File: src/rtl/mux_pkg.sv
// Shared definitions for the TDM mux/demux pair: FSM states, slot indices
// in {s0,s1} order, and the slot-to-channel one-hot decode.
package mux_pkg;

  typedef enum logic [0:0] {
    HUNT    = 1'b0,
    COLLECT = 1'b1
  } state_e;

  localparam int NUM_CH = 4;

  localparam logic [1:0] SLOT0 = 2'b00;
  localparam logic [1:0] SLOT1 = 2'b01;
  localparam logic [1:0] SLOT2 = 2'b10;
  localparam logic [1:0] SLOT3 = 2'b11;

  function automatic logic [NUM_CH-1:0] slot_onehot(input logic [1:0] slot);
    logic [NUM_CH-1:0] one;
    one = {{(NUM_CH-1){1'b0}}, 1'b1};
    return one << slot;
  endfunction

endpackage

File: src/rtl/demux14_tdm_if.sv
// Serial-lane and channel-output bundle between a TDM sender and the 1:4 demux.
interface demux14_tdm_if #(
   parameter int WIDTH = 8
);
   // din/sof are meaningful only in a cycle where din_valid is high; there is no
   // ready, the demux accepts a beat every cycle. frame_valid/frame_err are
   // single-cycle strobes and d0..d3 are stable between frame_valid pulses.
   logic             din_valid;
   logic [WIDTH-1:0] din;
   logic             sof;
   logic             s0;
   logic             s1;
   logic [WIDTH-1:0] d0;
   logic [WIDTH-1:0] d1;
   logic [WIDTH-1:0] d2;
   logic [WIDTH-1:0] d3;
   logic             frame_valid;
   logic             frame_err;

   modport master (
      output din_valid, din, sof,
      input  s0, s1, d0, d1, d2, d3, frame_valid, frame_err
   );

   modport slave (
      input  din_valid, din, sof,
      output s0, s1, d0, d1, d2, d3, frame_valid, frame_err
   );
endinterface

File: src/rtl/tdm_slot_ctr.sv
// 2-bit wrapping slot counter for the TDM demux: clear, load-to-1 on a frame
// start, increment on an in-frame beat; also decodes the shadow write enables.
module tdm_slot_ctr
   import mux_pkg::*;
(
   input  logic              clk,
   input  logic              rst_n,
   input  logic              i_start,
   input  logic              i_wr,
   input  logic              i_clr,
   output logic [1:0]        o_slot,
   output logic [NUM_CH-1:0] o_we
);

   logic [1:0] r_slot;

   always_ff @(posedge clk or negedge rst_n) begin
      if (!rst_n) begin
         r_slot <= SLOT0;
      end else if (i_clr) begin
         r_slot <= SLOT0;
      end else if (i_start) begin
         r_slot <= SLOT1;
      end else if (i_wr) begin
         r_slot <= r_slot + 2'd1;
      end
   end

   // A frame start always writes channel 0, whatever slot the counter was at.
   always_comb begin
      o_we = '0;
      if (i_start) begin
         o_we = slot_onehot(SLOT0);
      end else if (i_wr) begin
         o_we = slot_onehot(r_slot);
      end
   end

   assign o_slot = r_slot;

endmodule

File: src/rtl/demux14_tdm.sv
// Time-division 1:4 demultiplexer: aligns on sof, gathers four beats into
// shadow registers and publishes them atomically on d0..d3.
module demux14_tdm
   import mux_pkg::*;
#(
   parameter int WIDTH = 8
) (
   input  logic          clk,
   input  logic          rst_n,
   demux14_tdm_if.slave  bus,
   output logic [0:0]    o_dbg_state
);

   localparam logic [0:0] ST_HUNT    = HUNT;
   localparam logic [0:0] ST_COLLECT = COLLECT;

   logic [0:0]        r_state;
   logic [WIDTH-1:0]  r_sh0, r_sh1, r_sh2;
   logic [WIDTH-1:0]  r_d0, r_d1, r_d2, r_d3;
   logic              r_frame_valid;
   logic              r_frame_err;

   logic [1:0]        w_slot;
   logic [NUM_CH-1:0] w_we;
   logic              w_collect;
   logic              w_slot_nz;
   logic              w_start;
   logic              w_wr;
   logic              w_clr;
   logic              w_err;

   assign w_collect = (r_state == ST_COLLECT);
   assign w_slot_nz = (w_slot != SLOT0);

   // sof always restarts a frame; it is only an error if a frame was partly built.
   assign w_start = bus.din_valid & bus.sof;
   assign w_wr    = bus.din_valid & ~bus.sof & w_collect & w_slot_nz;
   assign w_clr   = bus.din_valid & ~bus.sof & w_collect & ~w_slot_nz;
   assign w_err   = bus.din_valid & w_collect & (bus.sof ? w_slot_nz : ~w_slot_nz);

   tdm_slot_ctr u_slot_ctr (
      .clk     (clk),
      .rst_n   (rst_n),
      .i_start (w_start),
      .i_wr    (w_wr),
      .i_clr   (w_clr),
      .o_slot  (w_slot),
      .o_we    (w_we)
   );

   always_ff @(posedge clk or negedge rst_n) begin
      if (!rst_n) begin
         r_state <= ST_HUNT;
      end else if (w_start) begin
         r_state <= ST_COLLECT;
      end else if (w_clr) begin
         r_state <= ST_HUNT;
      end
   end

   always_ff @(posedge clk or negedge rst_n) begin
      if (!rst_n) begin
         r_sh0 <= '0;
         r_sh1 <= '0;
         r_sh2 <= '0;
      end else begin
         if (w_we[0]) r_sh0 <= bus.din;
         if (w_we[1]) r_sh1 <= bus.din;
         if (w_we[2]) r_sh2 <= bus.din;
      end
   end

   // The slot-3 write enable doubles as the frame-complete event.
   always_ff @(posedge clk or negedge rst_n) begin
      if (!rst_n) begin
         r_d0          <= '0;
         r_d1          <= '0;
         r_d2          <= '0;
         r_d3          <= '0;
         r_frame_valid <= 1'b0;
         r_frame_err   <= 1'b0;
      end else begin
         if (w_we[3]) begin
            r_d0 <= r_sh0;
            r_d1 <= r_sh1;
            r_d2 <= r_sh2;
            r_d3 <= bus.din;
         end
         r_frame_valid <= w_we[3];
         r_frame_err   <= w_err;
      end
   end

   assign bus.s0          = w_slot[1];
   assign bus.s1          = w_slot[0];
   assign bus.d0          = r_d0;
   assign bus.d1          = r_d1;
   assign bus.d2          = r_d2;
   assign bus.d3          = r_d3;
   assign bus.frame_valid = r_frame_valid;
   assign bus.frame_err   = r_frame_err;
   assign o_dbg_state     = r_state;

endmodule

File: src/flat_wrapper.sv
// flat-port wrapper written by rule: the top's interface ports become plain ports
module demux14_tdm_flat import mux_pkg::*;
#(
   parameter int WIDTH = 8
)
  (clk, rst_n, o_dbg_state, bus_din_valid, bus_din, bus_sof, bus_s0, bus_s1, bus_d0, bus_d1, bus_d2, bus_d3, bus_frame_valid, bus_frame_err);
  demux14_tdm_if #(.WIDTH(WIDTH)) bus_i ();
  input  logic clk;
  input  logic rst_n;
  output logic [0:0] o_dbg_state;
  input wire logic [$bits(bus_i.din_valid)-1:0] bus_din_valid;
  input wire logic [$bits(bus_i.din)-1:0] bus_din;
  input wire logic [$bits(bus_i.sof)-1:0] bus_sof;
  output wire logic [$bits(bus_i.s0)-1:0] bus_s0;
  output wire logic [$bits(bus_i.s1)-1:0] bus_s1;
  output wire logic [$bits(bus_i.d0)-1:0] bus_d0;
  output wire logic [$bits(bus_i.d1)-1:0] bus_d1;
  output wire logic [$bits(bus_i.d2)-1:0] bus_d2;
  output wire logic [$bits(bus_i.d3)-1:0] bus_d3;
  output wire logic [$bits(bus_i.frame_valid)-1:0] bus_frame_valid;
  output wire logic [$bits(bus_i.frame_err)-1:0] bus_frame_err;
  assign bus_i.din_valid = bus_din_valid;
  assign bus_i.din = bus_din;
  assign bus_i.sof = bus_sof;
  assign bus_s0 = bus_i.s0;
  assign bus_s1 = bus_i.s1;
  assign bus_d0 = bus_i.d0;
  assign bus_d1 = bus_i.d1;
  assign bus_d2 = bus_i.d2;
  assign bus_d3 = bus_i.d3;
  assign bus_frame_valid = bus_i.frame_valid;
  assign bus_frame_err = bus_i.frame_err;
  demux14_tdm #(.WIDTH(WIDTH)) u_core (.clk(clk), .rst_n(rst_n), .bus(bus_i), .o_dbg_state(o_dbg_state));
endmodule
File: config.mk
export PLATFORM = sky130hd
export DESIGN_NAME = demux14_tdm_flat
export DESIGN_NICKNAME = d
export VERILOG_FILES = /design/src/rtl/mux_pkg.sv /design/src/rtl/demux14_tdm_if.sv /design/src/rtl/tdm_slot_ctr.sv /design/src/rtl/demux14_tdm.sv /design/src/flat_wrapper.sv
export SDC_FILE = /design/constraint.sdc
export NUM_CORES = 1
export LEC_CHECK = 0
export ABC_AREA = 1
export CAP_MARGIN = 20
export CORE_MARGIN = 4
export CORE_UTILIZATION = 53
export CTS_CLUSTER_DIAMETER = 80
export CTS_CLUSTER_SIZE = 25
export DETAILED_ROUTE_END_ITERATION = 10
export GPL_TIMING_DRIVEN = 0
export HOLD_SLACK_MARGIN = 0.12
export PLACE_DENSITY_LB_ADDON = 0.3
export SLEW_MARGIN = 20
export SYNTH_ARGS = -nofsm -noshare
export SYNTH_HDL_FRONTEND = slang
export SYNTH_HIERARCHICAL = 1
export SYNTH_SLANG_ARGS = --single-unit
export TNS_END_PERCENT = 30
File: constraint.sdc
create_clock -name clk -period 3.75 [get_ports clk]
set_input_delay 0.375 -clock clk [delete_from_list [all_inputs] [get_ports clk]]
set_output_delay 0.375 -clock clk [all_outputs]
set_load 0.01 [all_outputs]
Word-level counts from Yosys, hierarchy flattened
Index checks and enable logic that the tools add are counted.
{"block": "word_totals", "regBits": 61, "latchBits": 0, "mem_bits_rw": 0, "mem_bits_ro": 0, "input_bits": 12, "output_inout_bits": 37, "elab_cells": 33, "mem_count": 0}
{"block": "classes", "addsub": 1, "mul": 0, "n_div": 0, "magnitude_cmp": 0, "n_eq_ne": 0, "shifts": 1, "n_mux": 8, "n_bitwise": 9, "reduce_logical": 3}
{"cell": "$mux W4", "count": 2}
{"cell": "$and A1 B1 Y1", "count": 7}
{"cell": "$mux W2", "count": 3}
{"cell": "$reduce_bool A2 Y1", "count": 2}
{"cell": "$shl A1 B2 Y4 const A", "count": 1}
{"cell": "$mux W1", "count": 3}
{"cell": "$reduce_bool A3 Y1", "count": 1}
{"cell": "$add A2 B1 Y2 const B", "count": 1}
{"cell": "$not A1 Y1", "count": 2}

Logic depth before layout (Yosys ltp)
Gate-level depths: netlist of run 1.
{"block": "logic_depth", "ltp_word": 7, "mapped_depth": 8, "ltp_nobuf": 6}

Hierarchy
The synthesis of run 1 kept the hierarchy.
{"mod": "demux14_tdm", "n_inst": 1, "cells_per_inst": 229, "area_each_um2": 2234.6, "seq_area_each_um2": 1476.4}
{"mod": "tdm_slot_ctr", "n_inst": 1, "cells_per_inst": 28, "area_each_um2": 190.2, "seq_area_each_um2": 50.0}

Least setup slack after synthesis of run 1
OpenSTA, ideal clock, no wires.
{"block": "synth_timing", "kind": "reg2reg", "from": "register u_core.u_slot_ctr.r_slot[0] (netlist: u_core/u_slot_ctr/o_slot[0])", "to": "register u_core.r_d1[0] (netlist: u_core/bus.d1[0])", "arrival_ns": 1.655, "required_ns": 3.626, "slack_ns": 1.972, "stages_incl_launch_ff": 8, "path_buffers": 2, "cell_sequence": "dfrtp_1 > nor2_1 > nor3_1 > nand2_1 > nor2_1 > buf_6 > buf_2 > a21oi_1"}
{"block": "synth_via", "elab_chain_len": 4, "word_cells_on_any_way": 5}
{"element": "start: declaration", "line": "tdm_slot_ctr.sv:15", "source": "logic [1:0] r_slot;"}
{"element": "start signal: assignment", "line": "tdm_slot_ctr.sv:25", "source": "r_slot <= r_slot + 2'd1;"}
{"element": "$reduce_bool A2 Y1", "line": "demux14_tdm.sv:33", "source": "assign w_slot_nz = (w_slot != SLOT0);"}
{"element": "$and A1 B1 Y1", "line": "demux14_tdm.sv:37", "source": "assign w_wr = bus.din_valid & ~bus.sof & w_collect & w_slot_nz;"}
{"element": "via u_core.w_wr", "line": "demux14_tdm.sv:28", "source": "logic w_wr;"}
{"element": "$mux W4", "line": "tdm_slot_ctr.sv:34", "source": "end else if (i_wr) begin"}
{"element": "$mux W4", "line": "tdm_slot_ctr.sv:32", "source": "if (i_start) begin"}
{"element": "via u_core.w_we[3]", "line": "demux14_tdm.sv:24", "source": "logic [NUM_CH-1:0] w_we;"}
{"element": "end signal: assignment", "line": "demux14_tdm.sv:85", "source": "r_d1 <= r_sh1;"}
{"element": "end: declaration", "line": "demux14_tdm.sv:19", "source": "logic [WIDTH-1:0] r_d0, r_d1, r_d2, r_d3;"}
The timed path passes the listed nets, and every way through them passes these cells.
A chain may end at the register's enable or synchronous reset.

Final worst setup path of run 1
{"block": "layout_timing", "from": "input bus_din_valid", "to": "register u_core.r_sh1[7]"}
{"block": "layout_via", "elab_chain_len": 5, "word_cells_on_any_way": 6}
{"element": "start: declaration", "line": "flat_wrapper.sv:11", "source": "input wire logic [$bits(bus_i.din_valid)-1:0] bus_din_valid;"}
{"element": "$and A1 B1 Y1 (3 in series)", "line": "demux14_tdm.sv:37"}
{"element": "via u_core.w_wr", "line": "demux14_tdm.sv:28"}
{"element": "$mux W4", "line": "tdm_slot_ctr.sv:34"}
{"element": "$mux W4", "line": "tdm_slot_ctr.sv:32"}
{"element": "via u_core.w_we[1]", "line": "demux14_tdm.sv:24"}
{"element": "end signal: assignment", "line": "demux14_tdm.sv:68", "source": "if (w_we[1]) r_sh1 <= bus.din;"}
{"element": "end: declaration", "line": "demux14_tdm.sv:18", "source": "logic [WIDTH-1:0] r_sh0, r_sh1, r_sh2;"}
The timed path passes the listed nets, and every way through them passes these cells.

==> impl_metrics.env, run 1 <==
export IMPL_ys_seq_area_share_pct=62.95
export IMPL_synth_ff_type="dfrtp_1"
export IMPL_synth_top_area_cell="dfrtp_1"
export IMPL_drtPass1Iterations=4
export IMPL_io_buffers=48
export IMPL_totalWireLength_mm=5.010
export IMPL_fin_util_pct=72.43
export IMPL_ir_worst_vdd_mv=0.3729
export IMPL_insertion_delay_ns=0.33
export IMPL_syn2layout_area_growth_pct=30.96
export IMPL_regToRegEndpoint="u_core/r_sh1[7]$_DFFE_PN0P_"
export IMPL_drt_iter0_drc=129
export IMPL_syn_inst=257
export IMPL_maxSlewViolCount=0
export IMPL_rr_worst_depth=7
export IMPL_hold_violations=0
export IMPL_fin_cells=374
export IMPL_fp_dieArea_um2=5721
export IMPL_layout_commonest_cell="dfrtp_1"
export IMPL_synth_top_area_share_pct=62.95
export IMPL_ant_nets=0
export IMPL_fp_dieH_um=75.64
export IMPL_start_kind="input port"
export IMPL_dp_hpwl_mm=3.581
export IMPL_wl_per_cell_um=13.40
export IMPL_end_kind="register"
export IMPL_dp_slack_ns=1.145
export IMPL_drv_cap=0
export IMPL_start_util_pct=55.31
export IMPL_grt_pass1_vias=1921
export IMPL_ys_warnings_count=6
export IMPL_cts_made_buffers=9
export IMPL_critPathBufInv=2
export IMPL_design_portCount=49
export IMPL_crit_type="in2reg"
export IMPL_status="finished clean"
export IMPL_slowest_delay_ns=0.66
export IMPL_critPathArrivalTime_ns=2.54
export IMPL_synth_area_leaders="dfrtp_1, nand2_1, o21ai_0"
export IMPL_cp_max_fo=10
export IMPL_fin_crit_ns=2.297
export IMPL_synth_edff_count=0
export IMPL_antennaDiodeCount=0
export IMPL_drive_gt1_share_pct=8.696
export IMPL_cts_path_max_buffers=2
export IMPL_nets=334
export IMPL_async_flop_share_pct=100.0
export IMPL_rsz0062_at_grt="no"
export IMPL_max_freq_mhz=435.4
export IMPL_htree_levels=3
export IMPL_synth_nets=273
export IMPL_crit_top_cell="nand2_1"
export IMPL_grt_usage_pct=20.35
export IMPL_drcViolationCount=0
export IMPL_power_density_nw_per_um2=692.3
export IMPL_cts_resized_gates=0
export IMPL_slowest_stage="nor3_1"
export IMPL_vias_per_cell=5.048
export IMPL_r2r_start="u_core/u_slot_ctr/o_slot[0]$_DFFE_PN0P_"
export IMPL_clkSinkCount=61
export IMPL_yosysUniqueCellTypes=16
export IMPL_final_cell_mix="dfrtp_1, nand2_1, clkdlybuf4s50_1"
export IMPL_clkSlewWorstSetupHoldPaths_ns=0.06
export IMPL_finalHoldWorstSlack_ns=0.4676
export IMPL_period_share_pct=61.25
export IMPL_required_ns=3.99
export IMPL_hold_class="in2async"
export IMPL_reg2reg_slack_ns=1.57
export IMPL_max_slew_margin_pct=46.97
export IMPL_syn_cell_area_um2=2425
export IMPL_fin_ws_ns=1.453
export IMPL_cp_cell_sequence="clkdlybuf4s50_1, nand2_1, nor3_1, nand2_1, nor2_1, buf_2, nand2_1, o21ai_0"
export IMPL_place_inst=358
export IMPL_cellLeakagePower_nw=1.569
export IMPL_setup_viol=0
export IMPL_setup_tns_ns=0
export IMPL_avgSynthCellArea_um2=9.435
export IMPL_row_count=24
export IMPL_fin_worst_skew_ns=0.003863
export IMPL_tightest_slew_ns=0.7894
export IMPL_crit_family="simple AND/OR/NAND/NOR gates"
export IMPL_die_w_um=75.64
export IMPL_place_congestion=0.8101
export IMPL_grt_max_degree=43
export IMPL_gr_total_overflow=0
export IMPL_cts_root_buf="clkbuf_8"
export IMPL_cts_tree="built"
export IMPL_antenna_found_initial=0
export IMPL_ys_ff_latch=61
export IMPL_core_area_um2=4384
export IMPL_grt_pass1_wl_mm=8.556
export IMPL_vias=1888
==> worst max path at each step <==
stage	from	slack, ns	endpoint	depth (start not counted)
after floorplan	u_core/u_slot_ctr/o_slot[0]$_DFFE_PN0P_	1.97	u_core/bus.d1[0]$_DFFE_PN0P_	7
after global placement	rst_n	0.41	u_core/bus.d2[2]$_DFFE_PN0P_	1
after detailed placement	bus_din_valid	1.14	u_core/r_sh1[7]$_DFFE_PN0P_	8
after CTS	bus_din_valid	1.49	u_core/r_sh1[7]$_DFFE_PN0P_	8
after global routing	bus_din_valid	1.24	u_core/r_sh1[0]$_DFFE_PN0P_	8
final	bus_din_valid	1.45	u_core/r_sh1[7]$_DFFE_PN0P_	8
==> state kept, by name, summed over array words and instances (netlist names) <==
| register | cells |
|---|---|
| u_core/r_sh0 | 8 |
| u_core/bus.d2 | 8 |
| u_core/u_slot_ctr/o_slot | 2 |
| u_core/o_dbg_state | 1 |
| u_core/r_sh1 | 8 |
| u_core/bus.frame_valid | 1 |
| u_core/r_sh2 | 8 |
| u_core/bus.frame_err | 1 |
| u_core/bus.d1 | 8 |
| u_core/bus.d3 | 8 |
| u_core/bus.d0 | 8 |
==> layer usage <==
layer  global-route usage [%]  wire, um  vias to the layer above
met2                    32.21      2395                       56
met4                    10.68        96                        0
li1                         -         -                      916
met1                    26.16      2169                      907
met5                        0         0                        -
met3                    4.749       348                        9
==> through the flow <==
stage	area, um^2	power, mW
3_3_place_gp	2970	1.666
6_report	3176	2.198
3_5_place_dp	2988	1.695
2_1_floorplan	2425	1.317
4_1_cts	3176	2.223
5_1_grt	3176	2.349
==> timing repair <==
action / CTS / global route
endpoints found under the hold margin: 19 / 0
hold buffers: 1 / 0
buffers inserted: 0 / 0
endpoints found under the setup margin: 0 / 0
==> power by group <==
group / internal [mW] / total [mW] / switching [mW]
Sequential: 0.898 / 1.01 / 0.110
Combinational: 0.343 / 0.674 / 0.331
Clock: 0.290 / 0.517 / 0.227
Total: 1.53 / 2.20 / 0.668
==> area by class of cell <==
cell class / count / area (um^2)
plain buffers: 10 / 83.83
clock buffers: 14 / 172.7
clock inverters: 1 / 5.005
fillers: 337 / 1209
inverters: 41 / 155.1
multi-input cells: 145 / 659.4
flip-flops and latches: 61 / 1526
well taps: 52 / 65.06
repair buffers: 50 / 508.0
==> synthesized netlist by cell type (2+ instances only) <==
library cell,count
ha_1,4
o21ai_0,29
nand3_1,3
dfrtp_1,61
inv_1,38
a21oi_1,25
nor2_1,30
o21ai_1,4
nand2_1,48
buf_2,4
inv_2,2
buf_6,5
==> cell families after synthesis <==
family | synth area share (%)
buffers and inverters | 9.856
adders and majority gates | 2.064
and+or+nand+nor | 13.16
AOI/OAI and AO/OA | 11.97
DFF | 62.95
No activity file was read; power rests on OpenSTA's default activity.
==> run 2: changes to the inputs <==
--- a/config.mk
+++ b/config.mk
@@ -8,7 +8,7 @@
 export ABC_AREA = 1
 export CAP_MARGIN = 20
 export CORE_MARGIN = 4
-export CORE_UTILIZATION = 53
+export CORE_UTILIZATION = 50
 export CTS_CLUSTER_DIAMETER = 80
 export CTS_CLUSTER_SIZE = 25
 export DETAILED_ROUTE_END_ITERATION = 10
==> constraint.sdc (replaced) <==
create_clock -name clk -period 2.17 [get_ports clk]
set_input_delay 0.217 -clock clk [delete_from_list [all_inputs] [get_ports clk]]
set_output_delay 0.217 -clock clk [all_outputs]
set_load 0.01 [all_outputs]
==> run 2 against run 1 <==
Sequential power is 73% higher. Cell count is 4.0% higher. Hold slack worse by 0.24 ns. Utilization is 4.4 points lower. Combinational power is 74% higher. Via count is 0.37% higher. Wire length is 2.0% higher. Sequential share of layout area is 0.56 points lower. Register-to-register slack worse by 1.3 ns. Clock power is 73% higher. Total power is 74% higher. Critical endpoint is now u_core/r_sh1[3]$_DFFE_PN0P_. Highest routed layer unchanged.
==> impl_metrics.env, run 2 (synthesis results as in run 1) <==
export IMPL_drcViolationCount=0
export IMPL_vias_per_cell=4.871
export IMPL_row_count=25
export IMPL_hold_violations=0
export IMPL_dp_hpwl_mm=3.458
export IMPL_max_freq_mhz=537.4
export IMPL_rsz0062_at_grt="no"
export IMPL_end_kind="register"
export IMPL_clkSlewWorstSetupHoldPaths_ns=0.06
export IMPL_layout_commonest_cell="dfrtp_1"
export IMPL_fin_worst_skew_ns=0.005484
export IMPL_die_w_um=77.64
export IMPL_hold_class="in2async"
export IMPL_finalHoldWorstSlack_ns=0.2261
export IMPL_cts_made_buffers=9
export IMPL_drtPass1Iterations=4
export IMPL_drive_gt1_share_pct=9.006
export IMPL_cts_root_buf="clkbuf_8"
export IMPL_nFillCells=374
export IMPL_start_util_pct=51.34
export IMPL_slowest_stage="dfrtp_1"
export IMPL_drt_iter0_drc=104
export IMPL_r2r_start="u_core/u_slot_ctr/o_slot[0]$_DFFE_PN0P_"
export IMPL_grt_pass1_vias=1920
export IMPL_tightest_slew_ns=0.4089
export IMPL_power_density_nw_per_um2=1187
export IMPL_design_portCount=49
export IMPL_critPathArrivalTime_ns=2.10
export IMPL_antenna_found_initial=0
export IMPL_gr_total_overflow=0
export IMPL_cts_setup_buffers=0
export IMPL_maxSlewViolCount=0
export IMPL_place_congestion=0.7630
export IMPL_total_power_mw=3.815
export IMPL_fp_dieH_um=77.64
export IMPL_core_area_um2=4723
export IMPL_crit_type="reg2reg"
export IMPL_grt_usage_pct=18.75
export IMPL_ant_nets=0
export IMPL_grt_max_degree=61
export IMPL_cp_max_fo=10
export IMPL_ir_worst_vdd_mv=0.6423
export IMPL_multi_input_area_um2=670.6
export IMPL_insertion_delay_ns=0.32
export IMPL_wl_per_cell_um=13.14
export IMPL_slowest_delay_ns=0.49
export IMPL_period_share_pct=85.76
export IMPL_fin_crit_ns=1.861
export IMPL_syn2layout_area_growth_pct=32.51
export IMPL_clkSinkCount=61
export IMPL_start_kind="register"
export IMPL_status="finished clean"
export IMPL_vias=1895
export IMPL_htree_levels=3
export IMPL_cp_cell_sequence="nor2_1, nor3_4, nand2_1, nor2_1, buf_2, nand2_1, o21ai_0"
export IMPL_setup_viol=0
export IMPL_io_buffers=48
export IMPL_final_cell_mix="dfrtp_1, nand2_1, clkdlybuf4s50_1"
export IMPL_nets=334
export IMPL_cts_path_max_buffers=2
export IMPL_drv_cap=0
export IMPL_grt_pass1_wl_mm=8.804
export IMPL_regArea_um2=1526
export IMPL_fp_dieArea_um2=6028
export IMPL_antennaDiodeCount=0
export IMPL_totalWireLength_mm=5.110
export IMPL_max_slew_margin_pct=72.64
export IMPL_cellLeakagePower_nw=1.576
export IMPL_cts_tree="built"
export IMPL_cp_startpoint="u_core/u_slot_ctr/o_slot[0]$_DFFE_PN0P_"
export IMPL_required_ns=2.41
## run 2: changes by cell type in the layout (fill, tap and decap cells not counted)
cell,previous run,this run
nor3_4,0,1
buf_16,0,1
nor3_1,1,0
buf_12,1,0
## run 2: power by group
group	switching [mW]	total, mW	internal [mW]
logic	0.578	1.17	0.596
clock network	0.394	0.895	0.501
registers	0.195	1.75	1.55
## run 2: final cells by class
cell class	count	area share [%]
Inverter	41	4.829
Timing Repair Buffer	50	16.04
Tap cell	67	2.609
Clock buffer	14	5.374
Sequential cell	61	47.51
Buffer	10	2.609
Clock inverter	1	0.1558
Multi-Input combinational cell	145	20.87
## run 2: through the flow
step / cell area, um^2 / worst slack [ns] / util, % / std cells / TNS [ns]
global placement: 2989 / -0.9662 / 63.28 / 372 / -64.09
detailed placement: 3014 / -0.2817 / 63.81 / 373 / -9.912
floorplan: 2425 / 0.3918 / - / 257 / 0
finish: 3213 / 0.3090 / 68.03 / 389 / 0
global route: 3213 / 0.1029 / 68.03 / 389 / 0
CTS: 3207 / 0.2346 / 67.89 / 389 / 0
## run 2: worst paths after layout
kind | endpoint | slack [ns] | cells past startpoint
worst max-delay path | u_core/r_sh1[3]$_DFFE_PN0P_ | 0.31 | 7
worst min-delay path | u_core/bus.d0[5]$_DFFE_PN0P_ | 0.23 | 2
worst max register to register | u_core/r_sh1[3]$_DFFE_PN0P_ | 0.31 | 7
worst min register to register | u_core/bus.d0[6]$_DFFE_PN0P_ | 0.51 | 2
max in group asynchronous | u_core/bus.d3[3]$_DFFE_PN0P_ | 1.49 | 3
min in group clk | u_core/bus.d0[6]$_DFFE_PN0P_ | 0.51 | 2
## run 2: worst max-delay path, delay by kind of cell (launching register included)
family	cells	cell delay [ns]
buf+inv	1	0.29
flops	1	0.49
compound gates	1	0.09
simple gates	5	0.91
## run 2: repair_timing
item,CTS,global route
hold buffers,1,0
pin swaps,0,0
gates resized for setup,1,1
endpoints found under the setup margin,6,3
hold endpoints to repair,61,0
## run 2: routing by layer
layer / global-route usage (%) / wire length [um] / vias up
met5: 0 / 0 / -
met4: 10.14 / 108 / 0
met2: 29.88 / 2397 / 57
met1: 23.87 / 2357 / 913
li1: - / - / 917
met3: 3.944 / 247 / 8
==> run 3: changes to the inputs <==
--- a/config.mk
+++ b/config.mk
@@ -5,12 +5,11 @@
 export SDC_FILE = /design/constraint.sdc
 export NUM_CORES = 1
 export LEC_CHECK = 0
-export ABC_AREA = 1
 export CAP_MARGIN = 20
 export CORE_MARGIN = 4
-export CORE_UTILIZATION = 50
+export CORE_UTILIZATION = 51
 export CTS_CLUSTER_DIAMETER = 80
-export CTS_CLUSTER_SIZE = 25
+export CTS_CLUSTER_SIZE = 12
 export DETAILED_ROUTE_END_ITERATION = 10
 export GPL_TIMING_DRIVEN = 0
 export HOLD_SLACK_MARGIN = 0.12
@@ -20,4 +19,3 @@
 export SYNTH_HDL_FRONTEND = slang
 export SYNTH_HIERARCHICAL = 1
 export SYNTH_SLANG_ARGS = --single-unit
-export TNS_END_PERCENT = 30
==> run 3 against run 2 <==
Sequential power is essentially flat. Synthesized area grew 3.6%. Design area grew 1.9%. Total power grew 5.4%. Global-route usage shrank 0.93 points. Die area grew 1.4%. Critical endpoint is now u_core/bus.d3[1]$_DFFE_PN0P_. Sequential cell count is the same. Register-to-register slack lost 0.18 ns. Worst setup slack lost 0.18 ns. First-iteration DRC count shrank 44%. Critical path type unchanged. Maximum frequency shrank 8.7%.
==> impl_metrics.env, run 3 <==
export IMPL_setup_viol=0
export IMPL_clkSinkCount=61
export IMPL_crit_type="reg2reg"
export IMPL_ys_ff_latch=61
export IMPL_fin_cells=280
export IMPL_io_buffers=48
export IMPL_layout_commonest_cell="dfrtp_1"
export IMPL_cts_path_max_buffers=2
export IMPL_yosysUniqueCellTypes=20
export IMPL_design_portCount=49
export IMPL_rr_worst_depth=7
export IMPL_drcViolationCount=0
export IMPL_cellLeakagePower_nw=1.502
export IMPL_nets=227
export IMPL_required_ns=2.38
export IMPL_ys_warnings_count=6
export IMPL_core_area_um2=4755
export IMPL_finalHoldWorstSlack_ns=0.4954
export IMPL_synth_top_area_share_pct=60.79
export IMPL_slowest_stage="dfrtp_1"
export IMPL_cp_cell_sequence="nor2_1, nor3_2, and2b_1, and2_1, buf_6, buf_6, mux2_4"
export IMPL_syn2layout_area_growth_pct=30.39
export IMPL_rsz0062_at_grt="no"
export IMPL_drv_cap=0
export IMPL_place_congestion=0.7767
export IMPL_vias_per_cell=4.961
export IMPL_drt_iter0_drc=58
export IMPL_syn_cell_area_um2=2511
export IMPL_fp_dieArea_um2=6111
export IMPL_synth_ff_type="dfrtp_1"
export IMPL_max_freq_mhz=490.4
export IMPL_totalWireLength_mm=4.825
export IMPL_cts_tree="built"
export IMPL_insertion_delay_ns=0.33
export IMPL_hold_class="in2async"
export IMPL_critPathArrivalTime_ns=2.25
export IMPL_wl_per_cell_um=17.23
export IMPL_place_inst=266
export IMPL_grt_pass1_vias=1565
export IMPL_end_kind="register"
export IMPL_max_slew_margin_pct=51.56
export IMPL_final_cell_mix="dfrtp_1, clkdlybuf4s50_1, mux2_4"
export IMPL_ys_seq_area_share_pct=60.79
export IMPL_synth_edff_count=0
export IMPL_slowest_delay_ns=0.51
export IMPL_synth_top_area_cell="dfrtp_1"
export IMPL_regToRegEndpoint="u_core/bus.d3[1]$_DFFE_PN0P_"
export IMPL_cp_max_fo=10
export IMPL_crit_top_cell="buf_6"
export IMPL_ir_worst_vdd_mv=0.5979
export IMPL_syn_inst=151
export IMPL_cts_made_buffers=9
export IMPL_antennaDiodeCount=0
export IMPL_cts_setup_buffers=0
export IMPL_period_share_pct=93.97
export IMPL_maxSlewViolCount=0
export IMPL_die_w_um=78.17
export IMPL_fin_worst_skew_ns=0.007663
export IMPL_grt_usage_pct=17.83
export IMPL_grt_max_degree=62
export IMPL_nFillCells=346
export IMPL_clkSlewWorstSetupHoldPaths_ns=0.06
export IMPL_drive_gt1_share_pct=36.62
export IMPL_synth_area_leaders="dfrtp_1, mux2_4, mux2_2"
export IMPL_htree_levels=3
export IMPL_tightest_slew_ns=0.7266
export IMPL_start_util_pct=52.82
export IMPL_synth_nets=167
export IMPL_yosysMostFrequentCell="dfrtp_1"
export IMPL_fp_dieH_um=78.17
export IMPL_power_density_nw_per_um2=1227
export IMPL_drtPass1Iterations=4
export IMPL_status="finished clean"
export IMPL_reg2reg_slack_ns=0.13
export IMPL_async_flop_share_pct=100.0
export IMPL_row_count=25
export IMPL_antenna_found_initial=0
export IMPL_fin_crit_ns=2.039
export IMPL_cts_root_buf="clkbuf_8"
export IMPL_start_kind="register"
export IMPL_hold_violations=0
export IMPL_grt_pass1_wl_mm=7.983
export IMPL_r2r_start="u_core/u_slot_ctr/o_slot[0]$_DFFE_PN0P_"
export IMPL_gr_total_overflow=0
export IMPL_dp_hpwl_mm=3.158
export IMPL_synth_commonest_cells="dfrtp_1, mux2_4, mux2_2"
export IMPL_vias=1389
export IMPL_avgSynthCellArea_um2=16.63
export IMPL_ant_nets=0
run 3: cell count changes in the layout (fill, tap and decap cells not counted), sizes merged, moves of 4 or more:
cell   previous run  this run
a21oi            25         2
and2              0         4
buf              12         8
inv              40         3
mux2              0        56
nand2            48         3
nor2             30         1
o21ai            33         1
run 3: metal layers:
metal | share of wire, % | track usage [%] | up-vias | wire length (um)
li1 | - | - | 642 | -
met1 | 41 | 20.67 | 703 | 1970
met2 | 53 | 29.54 | 35 | 2541
met3 | 4.1 | 4.931 | 9 | 198
met4 | 2.4 | 10.49 | 0 | 115
met5 | 0 | 0 | - | 0
run 3: worst max path at each step:
stage	end	cells past startpoint	start	slack [ns]
2_1_floorplan	u_core/bus.d0[0]$_DFFE_PN0P_	7	u_core/u_slot_ctr/o_slot[0]$_DFFE_PN0P_	0.22
3_3_place_gp	u_core/r_sh1[7]$_DFFE_PN0P_	1	rst_n	-0.85
5_1_grt	u_core/bus.d1[1]$_DFFE_PN0P_	7	u_core/u_slot_ctr/o_slot[0]$_DFFE_PN0P_	0.003
4_1_cts	u_core/bus.d3[1]$_DFFE_PN0P_	7	u_core/u_slot_ctr/o_slot[0]$_DFFE_PN0P_	0.16
3_5_place_dp	u_core/bus.d3[1]$_DFFE_PN0P_	8	bus_din_valid	-0.27
6_report	u_core/bus.d3[1]$_DFFE_PN0P_	7	u_core/u_slot_ctr/o_slot[0]$_DFFE_PN0P_	0.13
run 3: layout make-up:
cell class | count | area, um^2 | share of cell area (%)
timing repair buffer | 49 | 488.0 | 14.90
clock buffer | 11 | 151.4 | 4.624
tap | 67 | 83.83 | 2.560
multi-input combinational | 80 | 918.4 | 28.05
sequential | 61 | 1526 | 46.62
buffer | 7 | 60.06 | 1.834
clock inverter | 2 | 35.03 | 1.070
inverter | 3 | 11.26 | 0.3439
run 3: timing repair:
action | in CTS | in global routing
endpoints found under the hold margin | 61 | 0
resized for setup | 1 | 0
hold buffers | 1 | 0
setup endpoints to repair | 10 | 0
run 3: where the power goes:
group | leakage [nW] | switching, mW | internal (mW) | total [mW]
Sequential | 0.787 | 0.236 | 1.52 | 1.75
Clock | 0.0971 | 0.401 | 0.572 | 0.972
Combinational | 0.618 | 0.438 | 0.856 | 1.29
run 3: critical path, delay by kind of cell, from the launching register on:
family / cells / cell delay (ns)
buffers and inverters: 2 / 0.32
AND/OR/NAND/NOR: 4 / 0.77
flip-flops: 1 / 0.51
multiplexers: 1 / 0.32
run 3: kinds of logic after synthesis:
group / synth area share, %
flip-flops: 60.79
multiplexers: 29.99
AND/OR/NAND/NOR: 3.139
buffers and inverters: 2.840
AO/OA/AOI/OAI: 0.8968
adder cells (fa/ha/maj): 1.993
XOR/XNOR: 0.3488
run 3: stage by stage:
stage	setup slack, ns	setup TNS [ns]	instance area (um^2)	power [mW]	util [%]
6_report	0.1307	0	3274	4.019	68.87
5_1_grt	0.003025	0	3274	4.234	68.87
4_1_cts	0.1629	0	3274	4.071	68.87
3_5_place_dp	-0.2744	-11.63	3073	3.072	64.63
3_3_place_gp	-0.8528	-57.26	3075	3.004	64.68
2_1_floorplan	0.2223	0	2511	2.411	-
